$ cat src/rtl/x_mod_47_seq_ctrl.sv
// x_mod_47_seq_ctrl: iterative X mod 47. A WIDTH-bit operand is consumed one
// CHUNK-bit slice per cycle, MSB first, through a single folding reducer.
// Optional build macro: MOD47_ZERO_SKIP_EN skips leading all-zero chunks on accept.
module x_mod_47_seq_ctrl #(
  parameter int WIDTH   = 300,
  parameter int CHUNK   = 60,
  parameter int MODULUS = 47
) (
  input  logic             clk,
  input  logic             rst_n,
  input  logic             in_valid,
  output logic             in_ready,
  input  logic [WIDTH-1:0] X,
  output logic             out_valid,
  input  logic             out_ready,
  output logic [5:0]       R,
  output logic             busy
);
  localparam int NCHUNK = WIDTH / CHUNK;
  localparam int CW     = (NCHUNK > 1) ? $clog2(NCHUNK) : 1;
  localparam int LW     = $clog2(NCHUNK + 1);
  localparam int NDIG   = (CHUNK + 5) / 6;

  // 2^n mod MODULUS, evaluated at elaboration only
  function automatic int pow2_mod(input int n);
    int p;
    p = 1 % MODULUS;
    for (int i = 0; i < n; i++) p = (p * 2) % MODULUS;
    return p;
  endfunction

  localparam logic [15:0] W64 = 16'(pow2_mod(6));      // weight of a 6-bit digit step
  localparam logic [15:0] P2C = 16'(pow2_mod(CHUNK));  // 2^CHUNK mod 47 (28 at default)

  // Refold a 16-bit value in base 64 (64 == 17 mod 47). Seven folds bring any
  // 16-bit input to <= 80, so a single conditional subtract lands in 0..46.
  function automatic logic [5:0] fold47(input logic [15:0] x);
    logic [15:0] t;
    t = x;
    for (int i = 0; i < 7; i++)
      t = {10'd0, t[5:0]} + {6'd0, t[15:6]} * W64;
    if (t >= 16'(MODULUS)) t = t - 16'(MODULUS);
    return t[5:0];
  endfunction

  // Chunk residue: 6-bit digits weighted by 2^(6i) mod 47, summed, then refolded
  function automatic logic [5:0] chunk_mod47(input logic [CHUNK-1:0] c);
    logic [NDIG*6-1:0] cp;
    logic [15:0]       s;
    cp = '0;
    cp[CHUNK-1:0] = c;
    s = '0;
    for (int i = 0; i < NDIG; i++)
      s = s + {10'd0, cp[6*i +: 6]} * 16'(pow2_mod(6 * i));
    return fold47(s);
  endfunction

  typedef enum logic [1:0] {S_IDLE, S_RUN, S_DONE} state_t;

  state_t           state, state_nx;
  logic [WIDTH-1:0] sreg;
  logic [5:0]       acc, acc_nx;
  logic [CW-1:0]    cnt;
  logic             last;
  logic             load_zero;
  logic [WIDTH-1:0] load_sreg;
  logic [CW-1:0]    load_cnt;

  assign last   = (cnt == CW'(NCHUNK - 1));
  assign acc_nx = fold47(16'(acc) * P2C + {10'd0, chunk_mod47(sreg[WIDTH-1 -: CHUNK])});

`ifdef MOD47_ZERO_SKIP_EN
  logic [LW-1:0] lz;
  logic          seen;

  // Count leading all-zero chunks of the incoming operand
  always_comb begin
    lz   = '0;
    seen = 1'b0;
    for (int i = 0; i < NCHUNK; i++) begin
      if (!seen && X[WIDTH-1-i*CHUNK -: CHUNK] == '0) lz = lz + LW'(1);
      else seen = 1'b1;
    end
  end

  assign load_zero = (lz == LW'(NCHUNK));
  assign load_sreg = X << (lz * CHUNK);
  assign load_cnt  = load_zero ? '0 : CW'(lz);
`else
  assign load_zero = 1'b0;
  assign load_sreg = X;
  assign load_cnt  = '0;
`endif

  // State register
  always_ff @(posedge clk) begin
    if (!rst_n) state <= S_IDLE;
    else        state <= state_nx;
  end

  // Next state and handshake outputs
  always_comb begin
    state_nx  = state;
    in_ready  = 1'b0;
    out_valid = 1'b0;
    busy      = 1'b1;
    R         = '0;
    case (state)
      S_IDLE: begin
        in_ready = 1'b1;
        busy     = 1'b0;
        if (in_valid) state_nx = load_zero ? S_DONE : S_RUN;
      end
      S_RUN:  if (last) state_nx = S_DONE;
      S_DONE: begin
        out_valid = 1'b1;
        R         = acc;
        if (out_ready) state_nx = S_IDLE;
      end
      default: state_nx = S_IDLE;
    endcase
  end

  // Operand shift register, accumulator and chunk counter
  always_ff @(posedge clk) begin
    if (!rst_n) begin
      sreg <= '0;
      acc  <= '0;
      cnt  <= '0;
    end else begin
      case (state)
        S_IDLE: if (in_valid) begin
          sreg <= load_sreg;
          acc  <= '0;
          cnt  <= load_cnt;
        end
        S_RUN: begin
          acc  <= acc_nx;
          sreg <= sreg << CHUNK;
          cnt  <= last ? '0 : cnt + CW'(1);
        end
        default: ;
      endcase
    end
  end
endmodule
$ cat config.mk
export PLATFORM = sky130hd
export DESIGN_NAME = x_mod_47_seq_ctrl
export DESIGN_NICKNAME = d
export VERILOG_FILES = /design/src/rtl/x_mod_47_seq_ctrl.sv
export SDC_FILE = /design/constraint.sdc
export NUM_CORES = 1
export LEC_CHECK = 0
export CAP_MARGIN = 20
export CORE_ASPECT_RATIO = 0.7
export CORE_MARGIN = 3
export CORE_UTILIZATION = 40
export CTS_BUF_LIST = sky130_fd_sc_hd__clkbuf_16
export DETAILED_ROUTE_END_ITERATION = 7
export PLACE_DENSITY = 0.66
export SLEW_MARGIN = 20
export SYNTH_ARGS = -nofsm -noshare
export SYNTH_HDL_FRONTEND = slang
export SYNTH_SLANG_ARGS = --single-unit
$ cat constraint.sdc
create_clock -name clk -period 36 [get_ports clk]
set_input_delay 3.6 -clock clk [delete_from_list [all_inputs] [get_ports clk]]
set_output_delay 3.6 -clock clk [all_outputs]
set_load 0.005 [all_outputs]
# Yosys cells after proc, flatten, opt, wreduce, memory -nomap -nowiden

Index checks and enable logic that the tools add are counted.

Flip-flop bits (word level): 311
Input port bits: 304
Output and inout bits: 9
Logic and storage cells: 82

$add $sub $neg: 27
$mul: 22
Order comparisons: 2
Equal/unequal tests: 6
Multiplexer cells: 17
Reduce and logical (&&, ||, !) cells: 4

Operator list:

| cell                  | number |
|---|---|
| $pmux 300 s2          | 1 |
| $mux 300              | 1 |
| $mul 6x5->11 const B  | 11 |
| $add 6x15->16         | 7 |
| $mul 10x5->15 const B | 7 |
| $add 6x11->12         | 8 |
| $add 16x8->16         | 2 |
| $mul 6x3->9 const B   | 3 |
| $mux 6                | 4 |
| $add 15x12->16        | 1 |
| $add 16x10->16        | 1 |
| $add 16x11->16        | 1 |
| $ge 16x6->1 const B   | 1 |
| $add 14x7->15         | 1 |
| $add 13x11->14        | 1 |
| $add 12x9->13         | 1 |
| $add 11x6->12         | 1 |
| $ge 12x6->1 const B   | 1 |
| $pmux 6 s2            | 1 |
| $sub 6x6->6 const B   | 2 |
| $mul 6x2->8 const B   | 1 |
| $mux 2                | 3 |
| $mux 3                | 2 |
| $ne 2x2->1 const B    | 3 |
| 11 further kinds      | 13 |

# Depth between registers and ports, before layout

Gate-level depths: netlist of the first run.

Depth after elaboration: 44
Gate-level depth with buffers: 173

# Least setup slack after synthesis of the first run

No wires, ideal clock.

Path kind: register -> register
From: register sreg[279]
To: register acc[5]
Arrival time: 34.978 ns
Required time: 35.875 ns
Slack: 0.897 ns
Cell stages (with the launch flop): 164
Cell sequence: dfxtp_1 fa_1 ha_1 a21o_1 a21oi_1 xnor2_1 fa_1 inv_1 fa_1 fa_1 fa_1 inv_1 fa_1 fa_1 inv_1 fa_1 inv_1 ha_1 [128 not listed] ha_1 fa_1 a21o_1 a31oi_1 nor2b_1 ha_1 ha_1 ha_1 inv_1 fa_1 and3b_1 nor2_1 nand2_1 a211o_1 a31oi_2 nor2_1 xnor2_1 o21ai_0

Longest elaborated chain between the ends: 39

Ends and longest elaborated chain:

| element                                    | RTL line | source |
|---|---|---|
| start, declared                            | 61       | `logic [WIDTH-1:0] sreg;` |
| start signal, assigned                     | 133      | `sreg <= load_sreg;` |
| start signal, assigned                     | 139      | `sreg <= sreg << CHUNK;` |
| $mul 6x3->9 (*)                            | 54       | `s = s + {10'd0, cp[6*i +: 6]} * 16'(pow2_mod(6 * i));` |
| $add 16x10->16 (*)                         | 54       |  |
| $add 16x8->16 (*) (2 in a row)             | 54       |  |
| $add 16x11->16 (*)                         | 54       |  |
| $mul 10x5->15                              | 41       | `t = {10'd0, t[5:0]} + {6'd0, t[15:6]} * W64;` |
| $add 6x15->16 (*)                          | 41       |  |
| $mul 10x5->15                              | 41       |  |
| $add 6x15->16 (*)                          | 41       |  |
| [22 not listed]                            | -        |  |
| $add 6x11->12 (*)                          | 41       |  |
| $mul 6x5->11                               | 41       |  |
| $add 6x11->12 (*)                          | 41       |  |
| $mul 6x5->11                               | 41       |  |
| $add 6x11->12 (*)                          | 41       |  |
| $ge 12x6->1 or $sub 6x6->6 (tied branches) | 42       | `if (t >= 16'(MODULUS)) t = t - 16'(MODULUS);` |
| $mux 6 (*)                                 | 42       |  |
| $pmux 6 s2 (*)                             | 131      | `case (state)` |
| end signal, assigned                       | 138      | `acc <= acc_nx;` |
| end, declared                              | 62       | `logic [5:0] acc, acc_nx;` |

Mark *: on every way between the ends. The rest lies on a longest branch, timed or not.
A chain may end at the register's enable or synchronous reset.

# Worst setup path in the final report of the first run

From: register sreg[278]
To: register acc[0]

Same word-level chain as after synthesis.

==> impl.org, run 1 <==
** STA
- Final hold analysis gives a worst-case slack of around 530 ps.
- Dividing the final minimum period by the clock period gives 0.962.
- The total count of hold-check failures in the final report is 0.
- Setup violations remaining at the end of the flow were counted as 0.
- Number of slew-limit violations in the final report :: 0
- Across the routed clock network, the largest skew measured is roughly 17 ps.
- Highest achievable clock rate :: approximately 29 MHz
- Final min period :: approximately 35000 ps
- Summed over all failing endpoints, the final setup total negative slack is 0 ps.
- Measured against its own limit, the worst slew margin works out to 0.267.
- For the pin with the worst max-slew slack, the measured transition is 1100 ps.

** Yosys
- In this run, synthesis produced a sequential element count of between 300 and 400.
- The share of the Yosys chip area taken by registers is 0.253.
- Predominant post-synthesis flop cell :: sky130_fd_sc_hd__dfxtp_1
- The fraction of the mapped netlist area in compound gates came to 0.221.
- Warning count from the yosys run :: 0
- Dominant combinational cell family by area after synthesis :: adder cells
- Of the total synthesized cell area, the portion taken by AND, OR, NAND and NOR gates is 0.144.
- Post-Synth XOR/XNOR Area :: 0.0369
- The average instance in the mapped netlist occupies 9.15 sq um.
- Library cell with the largest summed area after synthesis :: sky130_fd_sc_hd__dfxtp_1
- Count of flip-flops with a built-in enable after synthesis :: 0
- The synthesized netlist occupies a cell area of roughly 25000 sq um.
- Counting flops with an async set or reset pin after synthesis yields a share of 0.
- Of the total synthesized cell area, the portion taken by full adders, half adders and majority gates is 0.280.
- Multiplexer share of the synthesized area :: 0.00188
- By instance count, the leading cell after synthesis is sky130_fd_sc_hd__ha_1.
- By count the netlist is led by sky130_fd_sc_hd__ha_1 (338), sky130_fd_sc_hd__nor2b_1 (324), sky130_fd_sc_hd__dfxtp_1 (311).
- The netlist uses 63 different library cells.
- Top-area cell type share of the netlist area :: 0.253
- Net count after synthesis :: about 3500
- Yosys attributes the largest share of cell area to sky130_fd_sc_hd__dfxtp_1 (25%), sky130_fd_sc_hd__ha_1 (17%), sky130_fd_sc_hd__o221a_2 (11%), sky130_fd_sc_hd__fa_1 (11%), sky130_fd_sc_hd__nor2b_1 (8.2%).
- Synthesis produced approximately 2700 cells.

** Setup path
- Among all stages on the critical path, the largest delay is contributed by sky130_fd_sc_hd__fa_1.
- In this design, the largest share of critical-path delay is due to adder cells.
- STA classifies the critical path startpoint as a flip-flop.
- Among the stages of the critical path, the cell type that occurs most often is sky130_fd_sc_hd__ha_1.
- Maximum fanout along the worst path :: 5
- STA puts the critical path data required time at between 30000 and 40000 ps.
- Data arrives at the worst endpoint at 35060 ps.
- Worst path bufs/invs :: 13
- The setup path with the least slack is of type flip-flop to flip-flop.
- Register-to-register setup slack :: between 1000 and 1500 ps
- Element type at the critical path end :: flip-flop
- In this design, the stage delay of the slowest critical-path cell is about 550 ps.

** Clock network
- The number of hold buffers added after CTS was 0.
- Sinks on Clock Net :: ~310
- After clock tree synthesis, the clock-pin slew on the worst setup and hold paths is around 60 ps.
- Clk root buf :: sky130_fd_sc_hd__clkbuf_16
- Insertion delay to the later sink of the worst-skew pair :: around 560 ps
- TritonCTS created 36 clock buffers.
- H-tree depth :: 2
- TritonCTS built the clock tree.
- No sink is reached through more buffers than the 3 on the longest clock path.

** Routing
- Once detail routing completed, the nets flagged for antenna violations numbered 0.
- In the routed layout, each cell is associated on average with a via count of roughly 5.4.
- The first routing iteration left 1599 violations.
- Final wirelength :: 75000 um
- In the final routed layout, each cell accounts on average for roughly 20 um.
- After detailed routing, the number of remaining DRC violations is 0.
- Detailed-router iteration count before antenna repair :: 5
- The routed layout has roughly 20000 vias.

** Die
- I/O pins :: 313
- For this configuration, the core starts out at a cell density of 0.408.
- Total number of placement rows :: 75
- The region available for standard cell placement spans about 60000 sq um.
- Die outline width :: a little over 300 um
- Measured along the y axis, the die boundary spans around 210 um.
- The floorplan step defined a die boundary enclosing 64700 sq um.

** Cells and area
- Fin nets :: between 3000 and 4000
- Fraction of final layout cells with drive strength greater than 1 :: 0.183
- Relative to the synthesized area, the layout overhead comes to 25.8%.

** Global routing
- The total overflow left after global routing is 0.
- Initial antenna violation count :: 9
- The via count of the first global-routing pass is about 20000.
- First-pass GRT wire length :: ~110000 um
- Total global routing track utilization :: 0.223
- Entering global routing, the biggest net connects 210 pins.

** Place
- HPWL after detailed placement :: approximately 56000 um
- Routability-driven placement finished with a final weighted congestion of 0.871.
- During placement, the flow inserted port buffers numbering 312.

** Flow run
- Max Cap Viol :: 0

** Hold path
- Hold Path Class :: flip-flop to flip-flop

** Status
- The flow ran to the end, and the final reports show no timing, DRC or antenna violations.
-- area by class of cell --
cell class	count	area (sq um)
fillers	5495	29400
multi-input cells	1970	17700
flip-flops and latches	311	6240
repair buffers	427	4010
well taps	808	1010
clock buffers	37	926
inverters	230	863
clock inverters	29	284
diodes	3	7.51
-- flip-flops by register name, indices dropped and copies added, names as in the netlist --
name,flops
sreg,300
cnt,3
state,2
acc,6
-- per-stage QoR --
| step | area (sq um) | setup slack, ps | utilization | instances |
|---|---|---|---|---|
| floorplan | 24700 | 897 | - | 2695 |
| global placement | 28700 | 158 | 0.475 | 3704 |
| detailed placement | 28700 | -789 | 0.475 | 3704 |
| CTS | 30100 | 10.1 | 0.498 | 3781 |
| global route | 31000 | -278 | 0.513 | 3814 |
| finish | 31000 | 1360 | 0.513 | 3815 |
-- worst paths after layout --
check / from / endpoint / cells past startpoint
min: sreg[36]$_SDFFE_PN0P_ / sreg[36]$_SDFFE_PN0P_ / 2
min reg2reg: sreg[36]$_SDFFE_PN0P_ / sreg[36]$_SDFFE_PN0P_ / 2
max: sreg[278]$_SDFFE_PN0P_ / acc[0]$_SDFFE_PN0P_ / 165
max reg2reg: sreg[278]$_SDFFE_PN0P_ / acc[0]$_SDFFE_PN0P_ / 165
-- cell families after synthesis --
logic type,count (synthesis)
compound gates,704
simple gates,689
buf+inv,414
mux,4
xor+xnor,101
flops,311
fa+ha+maj,472
-- placed cells by master, fill, tap and decap left out, drive strengths merged, types with 71 or more instances in the layout --
| cell | instances |
|---|---|
| a21oi | 295 |
| buf | 116 |
| clkdlybuf4s50 | 310 |
| dfxtp | 311 |
| fa | 134 |
| ha | 338 |
| inv | 239 |
| nor2 | 281 |
| nor2b | 325 |
| o221a | 240 |
| xnor2 | 71 |
-- per-layer routing --
metal | track usage | up-vias | routed length (um)
met5 | 0 | - | 82
met4 | 0.0537 | 12 | 1570
met3 | 0.0504 | 106 | 5040
met2 | 0.317 | 534 | 31300
met1 | 0.340 | 9888 | 37000
li1 | - | 9960 | -
-- worst register-to-register path: cells and delay by family, from the launching register on --
family	cells	cell delay (ps)
flip-flops	1	360
XOR/XNOR	9	1480
AO/OA/AOI/OAI	41	6340
multiplexers	1	290
buffers and inverters	13	1030
adder cells (fa/ha/maj)	67	20940
AND/OR/NAND/NOR	34	4090
-- repair_timing --
action                                  4_1_cts  5_1_grt
endpoints found under the setup margin        6        6
pin swaps                                    18      107
gates resized for setup                      23      124
buffers inserted                             11       31
Power of run 1 is left out: the tool's default activity adds up to more than one toggle a clock period on the data nets, which glitch-free logic cannot reach.
==> run 2: changes to the inputs <==
Settings changed: SKIP_CTS_REPAIR_TIMING set to 1.
==> run 2 against run 1 <==
  * Clock skew is essentially flat
  * Cell count shrank 0.26%
  * Fmax shrank 0.89%
  * Via count shrank 0.65%
  * Flip-flop and latch count is the same
  * Setup slack lost 310 ps
  * Hold slack is essentially flat
  * Die area is the same
  * Design area shrank 0.28%
==> impl.org, run 2 (same netlist as run 1, synthesis figures left out) <==
** Place
- HPWL after detailed placement :: 55800 um (unchanged)
- The number of buffers added on ports was 312 (unchanged).
- Final GP Congestion :: 0.871 (unchanged)
- Dpl cell area :: 28700 sq um (unchanged)
- Post-placement cell count :: 3704 (unchanged)

** Global routing
- Total global routing overflow :: 0 (unchanged)
- Total global routing track utilization :: 0.222 (-0.00122)
- The wire length of the first global-routing pass came to 114000 um (-0.52%).
- The maximum number of pins on one net before global-route repair came to 210 (unchanged).
- The number of antenna violations at the first check in global routing came to 9 (unchanged).
- The via count of the first global-routing pass was 20343 (-0.56%).

** Cells and area
- Most common cell after layout, fill and taps aside :: sky130_fd_sc_hd__nor2b_1
- The number of nets in the layout is 3742 (-0.27%).
- In the final layout, the registers with the most flip-flops are sreg: 300 flops, acc: 6 flops, cnt: 3 flops.
- The fraction of layout instances using a drive strength above 1 is 0.181 (-0.00206).
- The library cells used most frequently in the layout, excluding fill and tap cells, are sky130_fd_sc_hd__nor2b_1 (319), sky130_fd_sc_hd__clkdlybuf4s50_1 (310), sky130_fd_sc_hd__dfxtp_1 (306).
- The flip-flop count of the largest register, all copies and words added came to 300 (unchanged).
- The number of standard cells in the layout, taps in and fillers out came to 3805 (-0.26%).
- Largest reg by FF count :: sreg
- Relative to the synthesized area, the layout overhead comes to 25.5%.
- The final core area utilization came to 0.512 (-0.00145).
- Final Cell Area :: 30900 sq um (-0.28%)

** Setup path
- Grouping stages by cell kind, the critical path spends the most delay in adder cells.
- Element type at the critical path end :: flip-flop
- The setup slack of the worst register-to-register path came to 1050 ps (-310 ps).
- The cell depth of the worst flop-to-flop path came to 164 (-0.61%).
- The data arrival time at the worst-slack endpoint was 35370 ps (+310 ps).
- Among all stages on the critical path, the largest delay is contributed by sky130_fd_sc_hd__fa_1.
- Largest stage delay on the critical path :: 560 ps (about the same)
- The highest fanout seen on the critical path is 5 (unchanged).
- The number of buffers and inverters on the critical path came to 10 (-3).
- By startpoint and endpoint, the worst setup path is classified as flip-flop to flip-flop.
- Crit start category :: flip-flop
- The most numerous cell type found on the critical path is sky130_fd_sc_hd__ha_1.
- In this run the critical register-to-register path is captured at acc[0]$_SDFFE_PN0P_.
- Critical path data required time :: 36420 ps (about the same)
- Startpoint of the lowest-slack register-to-register path :: sreg[278]$_SDFFE_PN0P_

** Routing
- Detailed-router iteration count before antenna repair :: 5 (unchanged)
- The final antenna-violating net count came to 0 (unchanged).
- DRC :: 0 (unchanged)
- The total wire length after detailed routing is 74800 um (-0.27%).
- The number of vias per cell after detailed routing was 5.35 (-0.39%).
- Vias :: 20366 (-0.65%)
- DR iter-0 viols :: 1654 (+3.4%)
- Met1 wire length :: 36700 um (-0.85%)
- Routed wirelength normalized by instance count :: 19.7 um (about the same)
- Highest metal layer with signal wires :: met5
- Met3 wirelength from detailed routing :: 5180 um (+2.7%)
- The detailed route wirelength on metal2 was 31200 um (-0.17%).

** Die
- I/O pins :: 313 (unchanged)
- Die outline width :: 303 um (unchanged)
- The area of the core was 60400 sq um (unchanged).
- The height of the die is 214 um (unchanged).
- Starting utilization of the core area :: 0.408 (unchanged)
- Floorplan die area :: 64700 sq um (unchanged)
- Total number of placement rows :: 75 (unchanged)

** Clock network
- The latest clock arrival within the worst-skew pair came to 560 ps (about the same).
- Clock buffer count from CTS :: 36 (unchanged)
- H-tree depth :: 2 (unchanged)
- Sinks on Clock Net :: 311 (unchanged)
- The clock-pin slew of the registers on the worst-case setup and hold paths was 60 ps (about the same).
- Clk root buf :: sky130_fd_sc_hd__clkbuf_16
- The maximum clock insertion buffer count came to 3 (unchanged).
- TritonCTS clock tree :: done

** Status
- Outcome :: finished, final reports clean

** STA
- The ratio of final minimum period to clock period came to 0.971 (+0.00868).
- The final setup skew came to 16.9 ps (-0.0696 ps).
- The worst slew margin relative to its limit is 0.287 (+0.0196).
- The total count of hold-check failures in the final report is 0 (unchanged).
- Final setup violating endpoints :: 0 (unchanged)
- The count of final max-slew check failures was 0 (unchanged).
- The shortest period the worst path allows came to 34950 ps (+313 ps).
- Pin slew with the least headroom to its limit :: 1070 ps (-29.4 ps)
- Hold Slack :: 533 ps (+0.0950 ps)
- Highest achievable clock rate :: 28.6 MHz (-0.89%)

** Hold path
- Start point of the worst hold path :: sreg[36]$_SDFFE_PN0P_
- Endpoint, Worst Hold :: sreg[36]$_SDFFE_PN0P_
- The depth of the worst hold-timing path came to 2 (unchanged).
- Hold Path Class :: flip-flop to flip-flop

** Flow run
- Max Cap Viol :: 0 (unchanged)
## run 2: worst max-delay path by stage
stage,start,to,slack (ps),depth (start not counted)
global placement,sreg[278]$_SDFFE_PN0P_,acc[5]$_SDFFE_PN0P_,160,163
detailed placement,sreg[278]$_SDFFE_PN0P_,acc[2]$_SDFFE_PN0P_,-790,165
floorplan,sreg[279]$_SDFFE_PN0P_,acc[5]$_SDFFE_PN0P_,900,163
global route,sreg[278]$_SDFFE_PN0P_,acc[0]$_SDFFE_PN0P_,-540,165
finish,sreg[278]$_SDFFE_PN0P_,acc[0]$_SDFFE_PN0P_,1050,164
CTS,sreg[278]$_SDFFE_PN0P_,acc[2]$_SDFFE_PN0P_,-990,163
## run 2: final cells by class
| class | count | area [sq um] |
|---|---|---|
| antenna | 3 | 7.51 |
| clock buffer | 37 | 926 |
| clock inverter | 29 | 284 |
| fill | 5493 | 29500 |
| inverter | 230 | 863 |
| multi-input combinational | 1970 | 17700 |
| sequential | 311 | 6240 |
| tap | 808 | 1010 |
| timing repair buffer | 417 | 3930 |
## run 2: per-stage QoR
step	worst slack (ps)	TNS [ps]
after global placement	158	0
final	1050	0
after global routing	-543	-2810
after CTS	-989	-5620
after detailed placement	-789	-4410
after floorplan	897	0
## run 2: worst register-to-register path: cells and delay by family (launching register included)
family          cells  cell delay [ps]
mux                 1              290
simple gates       30             3670
fa+ha+maj          66            20760
compound gates     48             7500
xor+xnor            9             1410
flops               1              370
buf+inv            10              700
## run 2: metal layers
metal,up-vias,GRT usage
met2,480,0.313
met5,-,0
met4,12,0.0547
met3,102,0.0535
li1,9940,-
met1,9832,0.337
Power of run 2 is left out for the same reason.
==> run 3: changes to the inputs <==
Settings changed: MAX_ROUTING_LAYER set to met4.
==> run 3 against run 2 <==
  * Routed wire length grew 0.56%
  * Clock skew grew 7.7 ps
  * First-iteration DRC count shrank 8.0%
  * Hold slack is essentially flat
  * Design area grew 0.14%
  * Count of clock-buffer cells in the layout grew 2
  * Critical endpoint is now acc[2]$_SDFFE_PN0P_
==> impl.org, run 3 (same netlist as run 1, synthesis figures left out) <==
** Cells and area
- The flip-flop count of the largest register, all copies and words added was 300 (unchanged).
- Ranked by flip-flop count, first place goes to sreg.
- The library cells used most frequently in the layout, excluding fill and tap cells, are sky130_fd_sc_hd__nor2b_1 (322), sky130_fd_sc_hd__clkdlybuf4s50_1 (310), sky130_fd_sc_hd__dfxtp_1 (305).
- Fraction of final layout cells with drive strength greater than 1 :: 0.187 (+0.00549)
- Final Cell Area :: 31000 sq um (+0.14%)
- Top flop regs :: sreg: 300 flops, acc: 6 flops, cnt: 3 flops
- Leaving out fill and tap cells, the most frequent cell in the layout is sky130_fd_sc_hd__nor2b_1.
- The number of nets in the layout is 3750 (+0.21%).
- Relative to the synthesized area, the layout overhead comes to 25.6%.
- Number of non-filler instances in the completed layout :: 3811 (+0.16%)

** Global routing
- The number of antenna violations at the first check in global routing is 6 (-3).
- Vias in the first global route :: 20055 (-1.4%)
- Total global routing track utilization :: 0.228 (+0.00564)
- The global-route congestion overflow total is 0 (unchanged).
- First-pass GRT wire length :: 114000 um (-0.38%)
- Largest net degree at the start of global routing :: 221 (+5.2%)

** Setup path
- Critical path data required time :: 36440 ps (+20 ps)
- Start-to-end type of the worst setup path :: flip-flop to flip-flop
- Standard cell with the maximum stage delay on the critical path :: sky130_fd_sc_hd__fa_1
- Element type at the critical path end :: flip-flop
- Critical Path AT :: 35350 ps (-20 ps)
- The setup slack of the worst register-to-register path is 1090 ps (+50 ps).
- Most prevalent standard cell on the critical path :: sky130_fd_sc_hd__ha_1
- The delay of the slowest cell on the worst path came to 570 ps (about the same).
- Maximum fanout along the worst path :: 6 (+1)
- Crit start category :: flip-flop

** STA
- The shortest period the worst path allows was 34910 ps (-48.4 ps).
- Final clock period utilization by the worst path :: 0.970 (-0.00134)
- The total count of hold-check failures in the final report was 0 (unchanged).
- The count of final max-slew check failures was 0 (unchanged).
- The final setup skew was 24.7 ps (+7.75 ps).
- Highest achievable clock rate :: 28.6 MHz (+0.14%)
- Final WS setup :: 1090 ps (+48.4 ps)
- The summed negative setup slack over all endpoints was 0 ps (unchanged).
- Max-slew headroom :: 0.242 (-0.0451)
- Pin slew with the least headroom to its limit :: 1140 ps (+67.7 ps)
- Final setup violating endpoints :: 0 (unchanged)

** Clock network
- Clock buffer count from CTS :: 37 (+2.8%)
- TritonCTS clock tree :: done
- The maximum clock insertion buffer count is 3 (unchanged).
- Sinks on Clock Net :: 311 (unchanged)
- The H-tree depth came to 2 (unchanged).
- Insertion delay to the later sink of the worst-skew pair :: 550 ps (about the same)
- Clk pin slew, worst setup/hold paths :: 60 ps (about the same)
- The root buffer cell chosen for the clock tree is sky130_fd_sc_hd__clkbuf_16.

** Die
- The horizontal die dimension came to 303 um (unchanged).
- The area of the core is 60400 sq um (unchanged).
- The height of the die is 214 um (unchanged).
- I/O pins :: 313 (unchanged)
- The starting utilization of the core area is 0.408 (unchanged).
- The overall die area was 64700 sq um (unchanged).
- The total number of placement rows was 75 (unchanged).

** Routing
- Count of antenna-violating nets left after detailed routing :: 0 (unchanged)
- The total wire length after detailed routing came to 75200 um (+0.56%).
- DRC :: 0 (unchanged)
- The DRC violation total after the first TritonRoute iteration is 1522 (-8.0%).
- Routed wirelength normalized by instance count :: 19.7 um (+0.40%)
- Average via count per standard cell :: 5.41 (+1.1%)
- The detailed-router iteration count before antenna repair is 5 (unchanged).
- The routed via count is 20614 (+1.2%).

** Place
- Final GP Congestion :: 0.892 (+2.4%)
- Dpl ws :: -926 ps (-137 ps)
- The total placed cells including tap cells came to 3708 (+0.11%).
- HPWL after detailed placement :: 55700 um (-0.26%)
- The number of buffers added on ports came to 312 (unchanged).
- Dpl cell area :: 28700 sq um (+0.10%)

** Flow run
- The number of maximum-capacitance constraint violations came to 0 (unchanged).

** Status
- Outcome :: finished, final reports clean

** Hold path
- Hold Path Class :: flip-flop to flip-flop
## run 3: path summary, 6_finish.rpt
path / end / depth (start not counted) / from
worst max-delay path: acc[2]$_SDFFE_PN0P_ / 160 / sreg[278]$_SDFFE_PN0P_
worst min-delay path: sreg[200]$_SDFFE_PN0P_ / 1 / sreg[200]$_SDFFE_PN0P_
worst max register to register: acc[2]$_SDFFE_PN0P_ / 160 / sreg[278]$_SDFFE_PN0P_
worst min register to register: sreg[200]$_SDFFE_PN0P_ / 1 / sreg[200]$_SDFFE_PN0P_
## run 3: per-stage QoR
step           utilization  hold WS [ps]
3_5_place_dp         0.475           521
5_1_grt              0.513           547
6_report             0.513           532
2_1_floorplan            -           500
3_3_place_gp         0.475           512
4_1_cts              0.495           537
## run 3: worst max-delay path, delay by kind of cell, from the launching register on
kind                     cells  cell delay [ps]
AO/OA/AOI/OAI               41             6660
XOR/XNOR                     6             1010
adder cells (fa/ha/maj)     64            20160
buffers and inverters       13             1000
flip-flops                   1              370
multiplexers                 1              290
AND/OR/NAND/NOR             35             5310
## run 3: final cells by class
| class | count | area, sq um |
|---|---|---|
| fill | 5471 | 29500 |
| multi-input combinational | 1970 | 17700 |
| sequential | 311 | 6240 |
| timing repair buffer | 424 | 3980 |
| tap | 808 | 1010 |
| clock buffer | 39 | 976 |
| inverter | 230 | 863 |
| clock inverter | 23 | 214 |
| antenna | 6 | 15.0 |
## run 3: per-layer routing
layer	share of wire	vias to the layer above	routed length, um	GRT usage
li1	-	9984	-	-
met1	0.49	10044	37000	0.342
met2	0.43	503	32500	0.322
met3	0.061	83	4600	0.0377
met4	0.016	0	1180	0.0377
met5	0	-	0	-
Power of run 3 is left out for the same reason.
